$ cat config.mk
export PLATFORM = sky130hd
export DESIGN_NAME = ones_serial
export DESIGN_NICKNAME = d
export VERILOG_FILES = /design/src/rtl/ones_serial.sv
export SDC_FILE = /design/constraint.sdc
export NUM_CORES = 1
export LEC_CHECK = 0
export BUFFER_PORTS_ARGS = -buffer_cell sky130_fd_sc_hd__buf_2
export CAP_MARGIN = 30
export CELL_PAD_IN_SITES_DETAIL_PLACEMENT = 1
export CELL_PAD_IN_SITES_GLOBAL_PLACEMENT = 1
export CORE_MARGIN = 2
export CORE_UTILIZATION = 43
export CTS_CLUSTER_DIAMETER = 60
export DETAILED_ROUTE_END_ITERATION = 8
export PLACE_DENSITY = 0.82
export SETUP_SLACK_MARGIN = 0.4
export SLEW_MARGIN = 0
export SYNTH_ARGS = -nofsm -noshare
export SYNTH_HDL_FRONTEND = slang
export SYNTH_SLANG_ARGS = --single-unit
$ cat constraint.sdc
create_clock -name clk -period 2.6 [get_ports clk]
set_clock_uncertainty 0.15 [all_clocks]
set_input_delay 0.26 -clock clk [delete_from_list [all_inputs] [get_ports clk]]
set_output_delay 0.26 -clock clk [all_outputs]
set_load 0.005 [all_outputs]
$ cat src/rtl/ones_serial.sv
// ones_serial: bit-serial pass / ones' complement / two's complement / absolute
// value unit. A word is accepted in IDLE, walked LSB first through a one-bit
// carry chain in RUN, and presented in parallel in DONE until the consumer
// takes it. The per-bit result is also exposed as a serial stream.
module ones_serial #(
  parameter int WIDTH = 4,
  parameter int CNT_W = $clog2(WIDTH + 1)
) (
  input  logic             clk,
  input  logic             reset,
  input  logic             in_valid,
  output logic             in_ready,
  input  logic [WIDTH-1:0] i,
  input  logic [1:0]       mode,
  output logic             out_valid,
  input  logic             out_ready,
  output logic [WIDTH-1:0] o,
  output logic             ovf,
  output logic             so_bit,
  output logic             so_valid
);

  typedef enum logic [1:0] {
    IDLE = 2'd0,
    RUN  = 2'd1,
    DONE = 2'd2
  } state_t;

  localparam logic [1:0]       MODE_PASS = 2'b00;
  localparam logic [1:0]       MODE_ONES = 2'b01;
  localparam logic [1:0]       MODE_TWOS = 2'b10;
  localparam logic [1:0]       MODE_ABS  = 2'b11;
  localparam logic [WIDTH-1:0] MIN_VAL   = {1'b1, {(WIDTH-1){1'b0}}};
  localparam logic [CNT_W-1:0] LAST_CNT  = CNT_W'(WIDTH - 1);

  state_t           state;
  state_t           state_nxt;

  // Operand being consumed, result being assembled, and the held output word.
  logic [WIDTH-1:0] shreg;
  logic [WIDTH-1:0] res;
  logic [WIDTH-1:0] res_nxt;
  logic [WIDTH-1:0] o_q;

  logic [1:0]       mode_q;
  logic             neg;
  logic             carry;
  logic             carry_nxt;
  logic             min_q;
  logic [CNT_W-1:0] cnt;

  logic             accept;
  logic             neg_in;
  logic             last_bit;
  logic             r;

  // Result bit for one serial step. When negating, ~b plus the running carry
  // gives the two's complement; otherwise the bit is passed or inverted.
  function automatic logic serial_bit(input logic b, input logic [1:0] m,
                                      input logic n, input logic c);
    logic res_b;
    if (n) begin
      res_b = ~b ^ c;
    end else if (m == MODE_ONES) begin
      res_b = ~b;
    end else begin
      res_b = b;
    end
    return res_b;
  endfunction

  // Carry out of one negation step; only meaningful while negating.
  function automatic logic serial_carry(input logic b, input logic n,
                                        input logic c);
    return n & ~b & c;
  endfunction

  // Handshake qualifiers and the per-cycle serial datapath.
  always_comb begin
    accept    = in_valid && in_ready;
    neg_in    = (mode == MODE_TWOS) || ((mode == MODE_ABS) && i[WIDTH-1]);
    last_bit  = (cnt == LAST_CNT);
    r         = serial_bit(shreg[0], mode_q, neg, carry);
    carry_nxt = serial_carry(shreg[0], neg, carry);
    res_nxt   = {r, res[WIDTH-1:1]};
  end

  // Next-state logic and Moore outputs of the IDLE/RUN/DONE controller.
  always_comb begin
    state_nxt = state;
    in_ready  = 1'b0;
    out_valid = 1'b0;
    so_valid  = 1'b0;
    so_bit    = 1'b0;
    ovf       = 1'b0;
    case (state)
      IDLE: begin
        in_ready = !reset;
        if (accept) begin
          state_nxt = RUN;
        end
      end
      RUN: begin
        so_valid = 1'b1;
        so_bit   = r;
        if (last_bit) begin
          state_nxt = DONE;
        end
      end
      DONE: begin
        out_valid = 1'b1;
        ovf       = neg && min_q;
        if (out_ready) begin
          state_nxt = IDLE;
        end
      end
      default: begin
        state_nxt = IDLE;
      end
    endcase
  end

  // Controller state register.
  always_ff @(posedge clk or posedge reset) begin
    if (reset) begin
      state <= IDLE;
    end else begin
      state <= state_nxt;
    end
  end

  // Operand capture, serial shift/carry chain and output word hold.
  always_ff @(posedge clk or posedge reset) begin
    if (reset) begin
      shreg  <= '0;
      res    <= '0;
      o_q    <= '0;
      mode_q <= MODE_PASS;
      neg    <= 1'b0;
      carry  <= 1'b0;
      min_q  <= 1'b0;
      cnt    <= '0;
    end else begin
      case (state)
        IDLE: begin
          if (accept) begin
            shreg  <= i;
            res    <= '0;
            mode_q <= mode;
            neg    <= neg_in;
            carry  <= neg_in;
            min_q  <= (i == MIN_VAL);
            cnt    <= '0;
          end
        end
        RUN: begin
          shreg <= shreg >> 1;
          res   <= res_nxt;
          carry <= carry_nxt;
          cnt   <= cnt + CNT_W'(1);
          if (last_bit) begin
            o_q <= res_nxt;
          end
        end
        default: begin
        end
      endcase
    end
  end

  assign o = o_q;

endmodule

After elaboration in Yosys (flattened, before gate mapping)
Index checks and enable logic that the tools add are counted.

word-level totals
  flip-flop bits (word level) = 22
  input bits = 10

cells by class
  add/sub/neg operators = 1
  equal/unequal tests = 10
  bitwise logic cells = 4
  reduce and logical (&&, ||, !) cells = 11
  muxes and demuxes = 19

operators by type and width
  kind                                                                   count
  4-bit one-hot mux with 2 select lines                                  2
  1-bit two-way mux                                                      8
  4-bit two-way mux                                                      2
  2-bit equality test, second input constant                             3
  2-bit two-way mux                                                      3
  2-bit inequality test, second input constant                           3
  2-bit one-hot mux with 3 select lines                                  1
  3-bit one-hot mux with 2 select lines                                  1
  2-bit AND reduction                                                    3
  2-bit by 1-bit equality test with 1-bit output, second input constant  2
  4-bit equality test, second input constant                             1
  3-bit by 1-bit adder with 3-bit output, second input constant          1
  3-bit by 2-bit equality test with 1-bit output, second input constant  1
  1-bit logical AND                                                      3
  3-bit two-way mux                                                      1
  3-bit AND reduction                                                    1
  1-bit AND                                                              2
  2-bit logical NOT                                                      1
  1-bit one-hot mux with 2 select lines                                  1
  2-bit nonzero test                                                     1
  1-bit logical NOT                                                      1
  1-bit logical OR                                                       1
  1-bit inverter                                                         1
  1-bit bitwise XOR                                                      1

Depth between registers and ports, before layout
  depth after elaboration = 5
  gate-level depth with buffers = 5
  depth with buffers taken out = 5

Worst setup path before layout
Ideal clock, no wire load.

  path kind = reg2reg
  start point = register state[0]
  end point = register cnt[0]
  stages on the path, launching flop included = 6
  clock period less this slack = 1.584 ns
  path slack = 1.016 ns
  data arrival time = 1.304 ns
  buffers on the path = 2
  required time = 2.321 ns
  cells stage by stage = dfrtp_1 or4b_1 buf_2 buf_6 nand3_1 o21ai_1

on the way
  word-level cells in the longest chain between the ends = 5
  elaborated cells on any way between the ends = 8

RTL lines
  element                                 RTL line  source
  start, declared                         36        state_t state;
  start signal, assigned                  128       state <= state_nxt;
  2-bit logical NOT                       96, 144
  1-bit two-way mux                       96        case (state)
  1-bit logical AND                       80        accept = in_valid && in_ready;
  2-bit inequality test (no source line)  -
  2-bit AND reduction (no source line)    -
  end signal, assigned                    160       cnt <= cnt + CNT_W'(1);
  end, declared                           50        logic [CNT_W-1:0] cnt;

Parallel ways exist; a longest one is shown, timed or not.
A chain may end at the register's enable or synchronous reset.

Worst setup path in the final report
  start point = register neg
  end point = output port so_bit

on the way
  word-level cells in the longest chain between the ends = 2

RTL lines
  element                 RTL line  source
  start, declared         46        logic neg;
  start signal, assigned  150       neg <= neg_in;
  1-bit two-way mux       62        if (n) begin
  1-bit two-way mux       96
  end, declared           19        output logic so_bit,

No other way between the ends.

==> results.toml <==
[cells_and_area]
fin_util_pct = 51.37
layout.nets = 131
drive_gt1_share_pct = 22.88
num_antenna_cells = 0
syn2layout_area_growth_pct = 15.45
final_common_cell = "nand2_1"
final_cell_mix = "26 x nand2_1, 21 x dfrtp_1, 18 x buf_2, 6 x nand3_1, 5 x nor3_1"

[synthesis]
seq_area_frac_synth_pct = 54.97
synth_xor_area_share_pct = 0
synth_cell_type_count = 29
syn_area_um2 = 955.9
ys_async_sr_fraction_pct = 100.0
syn-num-nets = 110
ys_dominant_reg_cell = "dfrtp_1"
synthAdderAreaFrac_pct = 2.618
synth_top_family_by_area = "simple AND/OR/NAND/NOR gates"
ys_seq_elements = 21
ys_warn_count = 0
yosys.area_share.simple_pct = 24.74
synth-compound-area-share_pct = 10.73
synth_edf_count = 0
synth.mux.area_fraction_pct = 2.356
synthCells = 98
syn_area_per_cell_um2 = 9.754

[critical_path]
worst-path-max-fanout = 6
path_class = "reg2out"
critical_path_required_ps = 2190
critPathCaptureType = "primary output"
cp-start-kind = "register"
worst-endpoint-arrival_ps = 1630

[placement]
dpl.hpwl_um = 1570
port_buffers = 18
routabilityCongestion = 0.7856

[sta]
setup_viol = 0
rsz0062_at_grt = "no"
timing.final.crit_period_ps = 2044
setup-tns-final_ps = 0
fmaxAchievable_ghz = 0.4892
max_slew_margin_pct = 47.02
hold_violations = 0
fin_crit_sh_pct = 78.63
slew_violations = 0
worst_pin_slew_ps = 793.8

[global_route]
grt_overflow = 0
antenna_found_initial = 0
grt_use_total_pct = 19.72
grt_pass1_wl_um = 3712
grt_max_degree = 22
grt_pass1_vias = 811

[power_and_ir_drop]
totalPowerFinal_mw = 1.250
pwr_density_cell_nw_per_um2 = 1133
peakVddDrop_mv = 0.5280
p_leak_nw = 0.5466

[floorplanning]
die_w_um = 51.15
floorplan.die_area_um2 = 2616
start_util_pct = 44.50
io_pins = 19
die_h_um = 51.15
fp-row-count = 17
core_um2 = 2148

[drt]
detail-route-antenna-nets = 0
vias = 784
drtPass1Iterations = 3
drt_drc_violations_left = 0
wl_um = 2139
drt_iter0_drc = 13
wl_per_cell_um = 14.65
viasPerCell = 5.370

[cts]
cts-htree-levels = 1
insertion_delay_ps = 310
clock-sinks = 21
clk_pin_slew_ps = 120
cts_tree = "yes"
cts_buffers = 3
post-cts-setup-buffer-count = 0
cts_root_buf = "clkbuf_4"
clk_path_buf_depth = 2

[min_path]
hp-class = "in2reg"

[status]
status = "finished, final reports clean"

[job]
drv_cap = 0
## metrics by stage
stage / setup WS (ps) / hold WS [ps] / cells / instance area, µm²
after floorplan: 1016 / 86.53 / 98 / 955.9
after global placement: 794.7 / 308.1 / 141 / 1064
after detailed placement: 759.7 / 316.4 / 141 / 1064
after CTS: 554.0 / 12.07 / 146 / 1104
after global routing: 486.8 / 28.48 / 146 / 1104
final: 555.7 / 11.16 / 146 / 1104
## flip-flops by register name (all words and copies together), names as in the netlist, 2 cells and up
signal,cells
res,3
mode_q,2
shreg,4
state,2
cnt,3
o,4
## path summary, 6_finish.rpt
check,start,to,slack (ps),cells past startpoint
setup / recovery,neg,so_bit,560,4
hold / removal,mode[0],mode_q[0],10,3
setup reg to reg,state[0],res[3],740,3
hold reg to reg,o[3],o[3],350,2
max in group asynchronous,reset,neg,1290,3
min in group asynchronous,reset,o[2],510,3
## worst max-delay path: stages, from the launching register on
cell and delay (ps):
dfrtp_1 460, nor2_1 90, a221oi_1 510, nor3_1 110, buf_2 150
## Yosys cell counts, drive strengths merged, types with 2 or more instances
library cell | count | share of area [%]
nand2 | 26 | 10
dfrtp | 21 | 55
o21ai | 7 | 3.7
nand3 | 6 | 3.1
nor3 | 5 | 2.6
inv | 4 | 1.6
a31oi | 3 | 2.0
buf | 3 | 2.2
nand2b | 3 | 2.0
ha | 2 | 2.6
mux2 | 2 | 2.4
or4b | 2 | 2.1
## repair_timing
item / 4_1_cts / 5_1_grt
gates resized for setup: 0 / 0
hold endpoints to repair: 21 / 0
hold buffers: 1 / 0
setup endpoints to repair: 0 / 0
## kinds of logic after synthesis
group,after synthesis
AND/OR/NAND/NOR,48
flip-flops,21
AO/OA/AOI/OAI,16
buffers and inverters,9
multiplexers,2
adder cells (fa/ha/maj),2
## power by group
part	total [mW]	switching [mW]	internal (mW)
combinational	0.517	0.300	0.217
clock	0.165	0.107	0.0587
sequential	0.567	0.101	0.466
total	1.25	0.508	0.742
## final cells by class
class	count	area, µm²
clock buffers	3	22.52
clock inverters	1	7.507
fillers	274	1045
inverters	5	18.77
multi-input cells	68	386.6
flip-flops and latches	21	525.5
well taps	28	35.03
repair buffers	20	107.6
## metal layers
metal	part of all wire, %	track usage [%]	up-vias
met2	50	33.33	16
met5	0	0	-
met4	1.6	9.459	0
met1	45	24.62	386
met3	3.3	2.924	4
li1	-	-	378
No activity file was read; power rests on OpenSTA's default activity.
